## config.mk

```make
export PLATFORM = sky130hd
export DESIGN_NAME = intr_ctrl
export DESIGN_NICKNAME = d
export VERILOG_FILES = /design/src/rtl/intr_pkg.sv /design/src/rtl/irq_sync.sv /design/src/rtl/intr_ctrl.sv
export SDC_FILE = /design/constraint.sdc
export NUM_CORES = 1
export LEC_CHECK = 0
export ABC_AREA = 0
export BUFFER_PORTS_ARGS = -buffer_cell sky130_fd_sc_hd__buf_2
export CORE_MARGIN = 1
export CORE_UTILIZATION = 44
export CTS_CLUSTER_SIZE = 25
export DETAILED_ROUTE_END_ITERATION = 8
export GPL_TIMING_DRIVEN = 1
export PLACE_DENSITY = 0.86
export SLEW_MARGIN = 20
export SYNTH_ARGS = -nofsm -noshare
export SYNTH_HDL_FRONTEND = slang
export SYNTH_SLANG_ARGS = --single-unit
```

## constraint.sdc

```tcl
create_clock -name clk -period 1.75 [get_ports clk]
set_clock_uncertainty 0.15 [all_clocks]
set_input_delay 0.35 -clock clk [delete_from_list [all_inputs] [get_ports clk]]
set_output_delay 0.35 -clock clk [all_outputs]
set_load 0.05 [all_outputs]
```

## src/rtl/intr_pkg.sv

```systemverilog
// Shared types and bit-vector helpers for the priority interrupt controller.
package intr_pkg;

  localparam int NIRQ_DEF = 8;

  typedef logic [NIRQ_DEF-1:0] irq_vec_t;

  // Bit 0 is highest priority, so the lowest set bit is the winner.
  function automatic irq_vec_t lowest_one_hot(input irq_vec_t v);
    return v & (~v + irq_vec_t'(1));
  endfunction

  function automatic logic is_one_hot(input irq_vec_t v);
    return (v != '0) && ((v & (v - irq_vec_t'(1))) == '0);
  endfunction

endpackage

```

## src/rtl/irq_sync.sv

```systemverilog
// Multi-stage synchroniser for a bus of asynchronous interrupt lines,
// followed by a previous-value flop for rising-edge detection.
module irq_sync #(
  parameter int NIRQ        = 8,
  parameter int SYNC_STAGES = 2
) (
  input  logic            clk,
  input  logic            reset,
  input  logic [NIRQ-1:0] irq,
  output logic [NIRQ-1:0] irq_edge
);

  logic [SYNC_STAGES-1:0][NIRQ-1:0] sync_q;
  logic [NIRQ-1:0]                  prev_q;

  // NOTE: every stage is reset so a line held high across reset release is
  // seen as a fresh rising edge rather than an unknown value.
  always_ff @(posedge clk or negedge reset) begin
    if (!reset) begin
      sync_q <= '0;
      prev_q <= '0;
    end else begin
      // NOTE: non-blocking assignments make each stage take the old value of
      // the one before it, which is what makes this a shift chain.
      sync_q <= {sync_q[SYNC_STAGES-2:0], irq};
      prev_q <= sync_q[SYNC_STAGES-1];
    end
  end

  assign irq_edge = sync_q[SYNC_STAGES-1] & ~prev_q;

endmodule

```

## src/rtl/intr_ctrl.sv

```systemverilog
// Priority interrupt controller: pending/overrun/mask/in-service registers and
// the one-hot request/active encoders consumed by the control unit.
module intr_ctrl
  import intr_pkg::*;
#(
  parameter int NIRQ        = NIRQ_DEF,
  parameter int SYNC_STAGES = 2
) (
  input  logic            clk,
  input  logic            reset,
  input  logic [NIRQ-1:0] irq,
  input  logic            mask_we,
  input  logic [NIRQ-1:0] mask_data,
  input  logic            ovr_clr,
  input  logic [NIRQ-1:0] call_ack,
  input  logic [NIRQ-1:0] ret_ack,
  output logic [NIRQ-1:0] min_bit_s,
  output logic [NIRQ-1:0] min_bit_a,
  output logic [NIRQ-1:0] pending,
  output logic [NIRQ-1:0] mask,
  output logic [NIRQ-1:0] ovr
);

  logic [NIRQ-1:0] irq_edge;
  logic [NIRQ-1:0] in_service;
  logic [NIRQ-1:0] pend_masked;
  logic [NIRQ-1:0] call_clr;

  irq_sync #(
    .NIRQ        (NIRQ),
    .SYNC_STAGES (SYNC_STAGES)
  ) u_irq_sync (
    .clk      (clk),
    .reset    (reset),
    .irq      (irq),
    .irq_edge (irq_edge)
  );

  assign pend_masked = pending & mask;

  // A call is honoured only for a single line that is actually requesting.
  always_comb begin
    // NOTE: default first so no path leaves call_clr unassigned (no latch).
    call_clr = '0;
    if (is_one_hot(call_ack) && ((call_ack & pend_masked) != '0))
      call_clr = call_ack;
  end

  // A new edge always wins over a clear, so a request arriving during its own
  // call is kept for a later re-entry rather than being flagged as overrun.
  always_ff @(posedge clk or negedge reset) begin
    if (!reset) begin
      pending    <= '0;
      ovr        <= '0;
      mask       <= '0;
      in_service <= '0;
    end else begin
      pending    <= irq_edge | (pending & ~call_clr);
      ovr        <= (ovr & ~{NIRQ{ovr_clr}}) | (irq_edge & pending & ~call_clr);
      in_service <= (in_service & ~ret_ack) | call_clr;
      if (mask_we)
        mask <= mask_data;
    end
  end

  assign min_bit_s = lowest_one_hot(pend_masked);
  assign min_bit_a = lowest_one_hot(in_service);

endmodule

```

-- Word level (Yosys, flattened, before mapping)
Index checks and enable logic that the tools add are counted.
- add/subtract/negate cells: 3
- muxes and demuxes: 1
- bitwise gates (word level): 20
- reduce and logical (&&, ||, !) cells: 5
- operators by type and width (kind ; number):
    8-bit AND ; 11
    8-bit inverter ; 6
    8-bit OR ; 3
    8-bit by 1-bit adder with 8-bit output (second input constant) ; 2
    8-bit nonzero test ; 2
    8-bit zero test ; 1
    8-bit two-way mux ; 1
    8-bit by 1-bit subtractor with 8-bit output (second input constant) ; 1
    1-bit logical AND ; 2
- register bits after elaboration: 56
- input bits: 36
- output and inout port bits: 40
- word-level logic and storage cells: 36

-- Logic depth before layout (Yosys ltp)
Gate-level depths: netlist of run 1.
- depth in word-level cells: 9
- depth in mapped cells: 6
- gate-level depth less buffers: 5

-- Modules after synthesis
From an unflattened synthesis of run 1, not the netlist that was laid out.
- cells, all modules: 193
- area, all modules: 2262.2 µm²
- modules (own cells, without submodules) (module ; times used ; cells an instance ; area each (µm²) ; sequential area each (µm²)):
    intr_ctrl ; 1 ; 161 ; 1551.5 ; 800.8
    irq_sync ; 1 ; 32 ; 710.7 ; 600.6

-- Worst setup path before layout of run 1
OpenSTA, ideal clock, no wires.
- kind: reg2out
- start point: register in_service[1]
- end point: output min_bit_a[6]
- arrival: 2.410 ns
- required time: 1.250 ns
- path slack: -1.160 ns
- stages on the path, launching flop included: 3
- path buffers: 0
- cell sequence: dfrtp_1 -> or4_1 -> nor4_1
- longest elaborated chain between the ends: 3
- ends and longest elaborated chain (what ; RTL line ; text):
    start: declaration ; intr_ctrl.sv:25 ; logic [NIRQ-1:0] in_service;
    start signal: assignment ; intr_ctrl.sv:60 ; in_service <= (in_service & ~ret_ack) | call_clr;
    8-bit inverter ; intr_pkg.sv:10 ; return v & (~v + irq_vec_t'(1));
    8-bit by 1-bit adder with 8-bit output ; intr_pkg.sv:10 ;
    8-bit AND ; intr_pkg.sv:10 ;
    end: declaration ; intr_ctrl.sv:18 ; output logic [NIRQ-1:0] min_bit_a,
No other way between the ends.

-- Final worst setup path of run 1
- start point: register in_service[0]
- end point: output min_bit_a[5]
The elaborated chain is that of the path after synthesis.

==> results by group, run 1 <==
Worst setup path
  – Critical Path AT: between 1.5 and 2 ns
  – Worst endpoint required time: approximately 1.3 ns
  – Startpoint Class: flop
  – CP max FO: 3
  – CP max stage delay: a little under 0.6 ns
  – Crit path max-delay cell type: or4_4
  – Worst-path cell chain: or4_4 > buf_12 > nor3b_4 > buf_6
  – Crit. End Element: primary output
  – Crit Path Category: flop to primary output

Clock tree
  – CTS buffer count: 5
  – Later-pin clock latency in the skew report: about 0.31 ns
  – Clock tree buffer depth: 2
  – CTS HTree Levels: 2
  – Clk slew on worst S/H paths: approximately 0.090 ns
  – CTS tree: yes
  – CTS sink cnt: between 50 and 60
  – CTS Root Cell: clkbuf_8

Timing
  – Setup violations, final: 34
  – Period utilization: 131%
  – Final Hold Vio Count: 0
  – Rel. slew slack: slightly below 70%
  – Achievable frequency: around 440 MHz
  – Final WS setup: -0.547 ns
  – Max-slew violation count: 0
  – Tmin final: 2.30 ns
  – Worst Tran Pin Value: 0.482 ns
  – RSZ-0062 raised after global routing: true

Status
  – Violated checks: setup timing
  – Status: finished, violations left

Floorplanning
  – Die width: ~73 µm
  – Placeable Area: roughly 4800 µm²
  – IO Pins: 76
  – Initial Util: a little under half
  – Height of the die: between 70 and 80 µm
  – Die area: 5270 µm²
  – Std cell rows: 25

Detailed routing
  – Residual DRC: 0
  – DR WL met3: around 430 µm
  – DR vias: ~2100
  – Total wire length: between 6 and 7 mm
  – DR pass1 iterations: 4
  – Routed length per placed instance: approximately 17 µm
  – Met2 wire len: about 3.5 mm
  – DR top layer: met4
  – Initial DRC Count: about 160
  – Metal1 wirelength: 2.73 mm
  – Via-to-Cell Ratio: about 5.3
  – Post-route ant nets: 0

Flow run
  – Maxcap violations: 0

Global routing
  – Initial antenna violation count: 0
  – GRT Util Overall: about 26%
  – Grt total ovfl: 0
  – Largest net degree at the start of global routing: 57
  – First-pass GRT wire length: between 9 and 10 mm
  – Number of global-route vias before repair: approximately 2100

Final layout
  – NumNets Final: between 300 and 400
  – Share of layout cells above drive strength 1: approximately three fifths
  – Post-route cell area: approximately 3700 µm²
  – FILL cells: around 290
  – ANT cells: 0
  – Area grow syn2layout: 68.7%
  – Core Util, Final: 77.8%

Placement
  – Post-DP HPWL: ~4.0 mm
  – Gpl congestion: between 0.8 and 0.9
  – Placed Area: between 3000 and 4000 µm²
  – Port Buffer Count: between 70 and 80

Power and ir drop
  – P_leak: around 1.7 nW
  – PD cells: roughly 850 nW/µm²
  – VDD IR max: between 600 and 700 µV

Logic synthesis
  – Post-Syn Area: ~2200 µm²
  – Cells after Synth: 191
  – Mean post-synth cell area: between 10 and 15 µm²
  – Sequential area share after synthesis: ~64%
  – Top FF cell, synth: dfrtp_1
  – Post-synth ARST share: 100%
  – Syn_nets: ~230
  – Post-synth EDFFs: 0
  – Yosys cell types: 35
  – Synth warn: 0
  – Seq cells post-synth: 56

Min path
  – Worst Hold Class: primary input to flop
-- worst max-delay path, delay by kind of cell (launching register included) --
kind / cells / cell delay [ns]
and+or+nand+nor: 2 / 0.75
DFF: 1 / 0.39
buffers and inverters: 2 / 0.34
-- cells in the final DEF (no fill, tap or decap), types with 3 or more instances in the layout --
master         Yosys  layout
buf_2              1      59
dfrtp_1           56      47
buf_4              1      43
buf_6              0      22
inv_1             17      16
nor2_1            21      15
nand2_1           16      11
dlygate4sd3_1      0       9
dfrtp_2            0       9
nand3_1            8       8
mux2_2             8       8
nor2b_1            7       7
nor2_4             0       6
a21oi_2            0       6
a32oi_1            5       5
o21ai_2            0       5
clkbuf_8           0       5
nor3b_4            0       3
nand2_2            0       3
a22o_1             3       3
buf_8              0       3
-- cell usage after synthesis (all sizes together), types with 3 or more instances --
master    n  area (µm²)
dfrtp    56        1400
nor2     21        78.8
inv      17        63.8
nand2    16        60.1
o21ai     9        45.0
mux2      8        90.1
nand3     8        40.0
a21oi     7        35.0
nor2b     7        43.8
a32oi     5        43.8
a22o      4        36.3
nor3b     4        30.0
o2bb2ai   3        26.3
-- stage by stage --
step / hold WS [ns] / instances / total power, mW / worst slack [ns] / setup TNS [ns]
floorplan: -0.0956 / 191 / 1.87 / -0.465 / -6.90
global placement: 0.181 / 373 / 2.15 / -0.576 / -9.71
detailed placement: 0.188 / 373 / 2.17 / -0.620 / -11.13
CTS: 0.00123 / 396 / 3.09 / -0.543 / -5.74
global route: 0.0429 / 401 / 3.27 / -0.585 / -10.34
finish: 0.0400 / 401 / 3.16 / -0.547 / -8.62
-- flip-flops by register name, indices dropped and copies added (netlist names) --
register           count
in_service             8
u_irq_sync.sync_q     16
mask                   8
pending                8
u_irq_sync.prev_q      8
ovr                    8
-- timing repair --
action                     in CTS  in global routing
pin swaps                      13                 14
hold endpoints to repair       63                  1
gates resized for setup        61                 26
setup endpoints to repair      33                 38
hold buffers                    8                  1
gates cloned                    1                  0
setup buffers                   7                  7
-- path summary, 6_finish.rpt --
check,endpoint,slack [ns],startpoint,cells past startpoint
worst max-delay path,min_bit_a[5],-0.55,in_service[0]$_DFF_PN0_,4
worst min register to register,u_irq_sync.sync_q[11]$_DFF_PN0_,0.21,u_irq_sync.sync_q[3]$_DFF_PN0_,0
max in group asynchronous,mask[0]$_DFFE_PN0P_,0.78,reset,3
worst max register to register,ovr[1]$_DFF_PN0_,-0.39,mask[0]$_DFFE_PN0P_,8
worst min-delay path,in_service[1]$_DFF_PN0_,0.04,ret_ack[1],2
min in group asynchronous,u_irq_sync.prev_q[4]$_DFF_PN0_,0.40,reset,3
-- cell type report --
class                      count  area (µm²)  area share (%)
clock buffer                   6        72.6            1.96
clock inverter                 2        35.0           0.947
inverter                      17        68.8            1.86
multi-input combinational    115         986            26.6
sequential                    56        1410            38.2
tap                           67        83.8            2.27
timing repair buffer         138        1040            28.1
-- cell families after synthesis --
family	synth area share, %
simple gates	16.4
xor+xnor	0.399
compound gates	11.1
flops	63.9
fa+ha+maj	0.456
mux	4.11
buf+inv	3.65
-- report_power, final --
group / internal, mW / total (mW) / switching, mW
combinational: 0.349 / 0.889 / 0.541
clock: 0.425 / 0.839 / 0.414
sequential: 1.38 / 1.43 / 0.0529
total: 2.15 / 3.16 / 1.01
-- layer usage --
layer / GRT usage (%) / up-vias
li1: - / 944
met1: 28.9 / 1036
met2: 45.7 / 101
met3: 6.22 / 29
met4: 11.3 / 0
met5: 0 / -
(Power assumes the default switching activity.)
==> run 2: changes to the inputs <==
Settings changed: CORE_ASPECT_RATIO set to 0.8.
==> results by group, run 2 (same netlist as run 1, synthesis figures left out) <==
Worst setup path
  – R2R cell count: 7
  – Worst path top cell family by delay: simple AND/OR/NAND/NOR gates
  – Worst endpoint required time: between 1 and 1.5 ns
  – Critical Path Sink: min_bit_a[7]
  – CP max stage delay: roughly 0.58 ns
  – Critical Path AT: 1.81 ns
  – Crit. End Element: primary output
  – Worst-path cell chain: or4_4 > nor3_2 > and3_4 > buf_8
  – Crit path depth: 4
  – FF-to-FF End: ovr[1]$_DFF_PN0_
  – Worst Path Buf+Inv: 1
  – Crit Path Category: flop to primary output
  – CP max FO: 4
  – Crit path max-delay cell type: or4_4
  – Worst r2r src: mask[0]$_DFFE_PN0P_
  – Startpoint Class: flop
  – R2R setup slack: -0.31 ns
  – Worst setup path startpoint: in_service[1]$_DFF_PN0_

Final layout
  – FILL cells: between 200 and 250
  – FF+latch area: 1410 µm²
  – NumNets Final: between 300 and 400
  – Non-filler instance count after layout: a little under 400
  – Share of layout cells above drive strength 1: between 50% and 60%
  – Reg with most FFs: u_irq_sync.sync_q
  – Core Util, Final: between 70% and 80%
  – ANT cells: 0
  – Area grow syn2layout: 66.8%
  – Max reg flops: 16
  – Multi-input logic area: 987 µm²
  – Post-route cell area: 3660 µm²
  – Most frequent cells in the layout: buf_2, dfrtp_1, buf_4, buf_6, inv_1
  – Commonest non-fill, non-tap cell in the layout: buf_2

Timing
  – Tmin final: 2.31 ns
  – Final Hold Vio Count: 0
  – Worst Tran Pin Value: 0.467 ns
  – Rel. slew slack: 68.6%
  – Final WS setup: -0.564 ns
  – Setup violations, final: 34
  – Max-slew violation count: 0
  – Achievable frequency: ~430 MHz
  – RSZ-0062 raised after global routing: true
  – Period utilization: 132%

Global routing
  – Largest net degree at the start of global routing: 57
  – First-pass GRT wire length: 10.5 mm
  – GRT Util Overall: 27.1%
  – Initial antenna violation count: 0
  – Number of global-route vias before repair: around 2200
  – Grt total ovfl: 0

Status
  – Violated checks: setup timing
  – Status: finished, violations left

Detailed routing
  – DR vias: 2150
  – Initial DRC Count: 185
  – Routed length per placed instance: approximately 19 µm
  – Residual DRC: 0
  – Post-route ant nets: 0
  – DR pass1 iterations: 4
  – Total wire length: roughly 7.5 mm
  – Via-to-Cell Ratio: between 5 and 6

Placement
  – Gpl congestion: approximately 0.82
  – Post-DP HPWL: about 4 mm
  – Placed cells: around 360
  – Placed Area: between 3000 and 4000 µm²
  – Port Buffer Count: 75

Clock tree
  – Clock tree buffer depth: 2
  – Later-pin clock latency in the skew report: ~0.31 ns
  – CTS tree: yes
  – CTS sink cnt: 56
  – CTS Root Cell: clkbuf_8
  – CTS HTree Levels: 2
  – CTS buffer count: 5
  – Clk slew on worst S/H paths: 0.09 ns

Power and ir drop
  – P_leak: 1.70 nW
  – VDD IR max: about 540 µV
  – PD cells: 833 nW/µm²

Floorplanning
  – IO Pins: between 70 and 80
  – Height of the die: between 60 and 70 µm
  – Initial Util: 46.9%
  – Die width: between 80 and 90 µm
  – Die area: 5270 µm²
  – Placeable Area: ~4700 µm²
  – Std cell rows: 22

Min path
  – Worst Hold Class: primary input to flop

Flow run
  – Maxcap violations: 0
-- run 2: cell count changes in the layout (fill, tap and decap cells not counted), sizes merged --
| cell | change |
|---|---|
| buf | -4 |
| clkbuf | +2 |
| bufinv | -1 |
| clkinv | -1 |
| clkinvlp | +1 |
-- run 2: how the worst min path moves through the flow --
| stage | from | end | slack [ns] | depth (start not counted) |
|---|---|---|---|---|
| 2_1_floorplan | reset | in_service[0]$_DFF_PN0_ | -0.1 | 0 |
| 3_3_place_gp | u_irq_sync.sync_q[6]$_DFF_PN0_ | u_irq_sync.sync_q[14]$_DFF_PN0_ | 0.18 | 0 |
| 3_5_place_dp | u_irq_sync.sync_q[6]$_DFF_PN0_ | u_irq_sync.sync_q[14]$_DFF_PN0_ | 0.18 | 0 |
| 4_1_cts | ret_ack[1] | in_service[1]$_DFF_PN0_ | 0.06 | 2 |
| 5_1_grt | ret_ack[4] | in_service[4]$_DFF_PN0_ | 0.09 | 2 |
| 6_report | ret_ack[4] | in_service[4]$_DFF_PN0_ | 0.1 | 2 |
-- run 2: repair_timing --
item	in CTS	in global routing
endpoints found under the hold margin	64	0
setup endpoints to repair	35	37
hold buffers	9	0
setup buffers	9	3
cloned	1	0
resized for setup	66	23
pin swaps	15	10
-- run 2: worst reg2reg max path: stages (launching register included) --
cell and delay, ns:
dfrtp_2 0.39, nand2_2 0.07, buf_6 0.12, buf_6 0.11, o2111ai_4 0.23, o22ai_2 0.14
or4b_4 0.51, a32o_1 0.24
-- run 2: per-stage QoR --
step	setup WS [ns]	power, mW	setup TNS (ns)	hold WS, ns
after detailed placement	-0.619	2.16	-11.00	0.185
final	-0.564	3.05	-6.57	0.0975
after global routing	-0.614	3.16	-8.80	0.0901
after CTS	-0.530	2.98	-3.86	0.0582
after floorplan	-0.465	1.87	-6.90	-0.0956
after global placement	-0.573	2.14	-9.53	0.183
-- run 2: final cells by class --
| cell class | count | share of cell area, % |
|---|---|---|
| Clock buffer | 7 | 2.36 |
| Multi-Input combinational cell | 115 | 27.0 |
| Sequential cell | 56 | 38.6 |
| Inverter | 17 | 1.88 |
| Timing Repair Buffer | 135 | 27.9 |
| Tap cell | 60 | 2.05 |
| Clock inverter | 1 | 0.205 |
-- run 2: where the power goes --
| part | internal [mW] | switching [mW] | leakage [nW] |
|---|---|---|---|
| combinational | 0.337 | 0.547 | 1.01 |
| sequential | 1.38 | 0.0561 | 0.646 |
| clock | 0.322 | 0.405 | 0.0445 |
| total | 2.04 | 1.01 | 1.70 |
-- run 2: layer usage --
| metal | up-vias | GRT usage (%) | routed length [µm] |
|---|---|---|---|
| met4 | 0 | 10.0 | 221 |
| met5 | - | 0 | 0 |
| met1 | 1064 | 34.5 | 2950 |
| li1 | 943 | - | - |
| met3 | 27 | 5.00 | 507 |
| met2 | 116 | 46.2 | 3850 |
==> run 3: changes to the inputs <==
Settings changed: RECOVER_POWER set to 50.
==> results by group, run 3 (same netlist as run 1, synthesis figures left out) <==
Status
  – Status: finished, violations left
  – Violated checks: setup timing

Timing
  – Max-slew violation count: 0
  – Final WS setup: -0.564 ns
  – Final Hold Vio Count: 0
  – RSZ-0062 raised after global routing: true
  – Setup_tns: -6.57 ns
  – Tmin final: about 2.3 ns
  – Hold_ws: 0.0975 ns
  – Period utilization: 132%
  – Achievable frequency: ~430 MHz
  – Worst Tran Pin Value: 0.741 ns
  – Rel. slew slack: about half
  – Setup violations, final: 34

Worst setup path
  – Crit Path Category: flop to primary output
  – Startpoint Class: flop
  – Crit. End Element: primary output
  – CP max FO: 4
  – Worst endpoint required time: between 1 and 1.5 ns
  – Critical Path AT: about 1.8 ns

Final layout
  – Commonest non-fill, non-tap cell in the layout: buf_2
  – Max reg flops: 16
  – FILL cells: around 250
  – NumNets Final: 366
  – Share of layout cells above drive strength 1: between 50% and 60%
  – ANT cells: 0
  – Post-route cell area: about 3600 µm²
  – Reg with most FFs: u_irq_sync.sync_q
  – Area grow syn2layout: 66.2%
  – Most frequent cells in the layout: buf_2, dfrtp_1, buf_4, buf_6, inv_1
  – Non-filler instance count after layout: just under 400

Placement
  – Port Buffer Count: 75
  – Dpl ws: -0.619 ns
  – Placed Area: slightly above 3000 µm²
  – Gpl congestion: just over 0.8
  – Placed cells: about 360
  – Post-DP HPWL: 4.10 mm

Clock tree
  – CTS sink cnt: 56
  – CTS HTree Levels: 2
  – CTS Root Cell: clkbuf_8
  – CTS buffer count: 5
  – Clk slew on worst S/H paths: around 0.09 ns
  – Clock tree buffer depth: 2
  – Later-pin clock latency in the skew report: approximately 0.31 ns
  – CTS tree: yes

Detailed routing
  – DR vias: between 2000 and 2500
  – Routed length per placed instance: 19.3 µm
  – Residual DRC: 0
  – Via-to-Cell Ratio: between 5 and 6
  – Total wire length: 7.53 mm
  – Post-route ant nets: 0
  – Initial DRC Count: 185
  – DR pass1 iterations: 4

Floorplanning
  – Initial Util: a little under half
  – Placeable Area: 4680 µm²
  – Std cell rows: 22
  – Height of the die: 65.2 µm
  – Die area: roughly 5300 µm²
  – IO Pins: 76
  – Die width: around 80 µm

Power and ir drop
  – P_leak: roughly 1.7 nW
  – VDD IR max: 543 µV
  – PD cells: 834 nW/µm²

Global routing
  – Largest net degree at the start of global routing: 57
  – Initial antenna violation count: 0
  – GRT Util Overall: between 20% and 30%
  – First-pass GRT wire length: ~10 mm
  – Number of global-route vias before repair: between 2000 and 2500
  – Grt total ovfl: 0

Flow run
  – Maxcap violations: 0

Min path
  – Worst Hold Class: primary input to flop
[run 3: cell count changes in the layout (fill, tap and decap cells not counted)]
cell | previous run | this run
buf_12 | 1 | 0
clkbuf_4 | 1 | 2
[run 3: final timing paths]
kind / endpoint / depth (start not counted) / start / slack [ns]
min in group asynchronous: u_irq_sync.prev_q[7]$_DFF_PN0_ / 3 / reset / 0.60
hold reg to reg: u_irq_sync.sync_q[10]$_DFF_PN0_ / 0 / u_irq_sync.sync_q[2]$_DFF_PN0_ / 0.20
hold / removal: in_service[4]$_DFF_PN0_ / 2 / ret_ack[4] / 0.1
setup / recovery: min_bit_a[7] / 4 / in_service[1]$_DFF_PN0_ / -0.56
setup reg to reg: ovr[1]$_DFF_PN0_ / 7 / mask[0]$_DFFE_PN0P_ / -0.31
max in group asynchronous: mask[2]$_DFFE_PN0P_ / 3 / reset / 0.33
[run 3: per-layer routing]
metal / vias up / global-route usage [%] / wire [µm]
met5: - / 0 / 0
met4: 0 / 10.0 / 221
met3: 27 / 5.00 / 508
met2: 116 / 46.2 / 3850
met1: 1063 / 34.5 / 2960
li1: 943 / - / -
[run 3: power breakdown]
part           internal, mW  switching (mW)
clock network         0.322           0.405
registers              1.38          0.0560
logic                 0.334           0.546
[run 3: layout make-up]
cell class	count	area [µm²]	area share, %
sequential	56	1410	38.7
timing repair buffer	135	1010	27.7
clock inverter	1	7.51	0.206
multi-input combinational	115	987	27.1
tap	60	75.1	2.06
clock buffer	7	86.3	2.37
inverter	17	68.8	1.89
[run 3: worst max-delay path, stage by stage (launching register included)]
cell and delay, ns:
dfrtp_1 0.41, or4_4 0.58, nor3_2 0.16, and3_4 0.21, buf_8 0.14
[run 3: repair_timing]
item | CTS | global route
pin swaps | 15 | 10
setup buffers | 9 | 3
hold endpoints to repair | 64 | 0
gates cloned | 1 | 0
endpoints found under the setup margin | 35 | 37
resized for setup | 66 | 23
hold buffers | 9 | 0
[run 3: through the flow]
step	power (mW)	util, %
floorplan	1.87	-
global placement	2.14	66.1
detailed placement	2.16	66.1
CTS	2.98	76.4
global route	3.16	77.9
finish	3.04	77.9
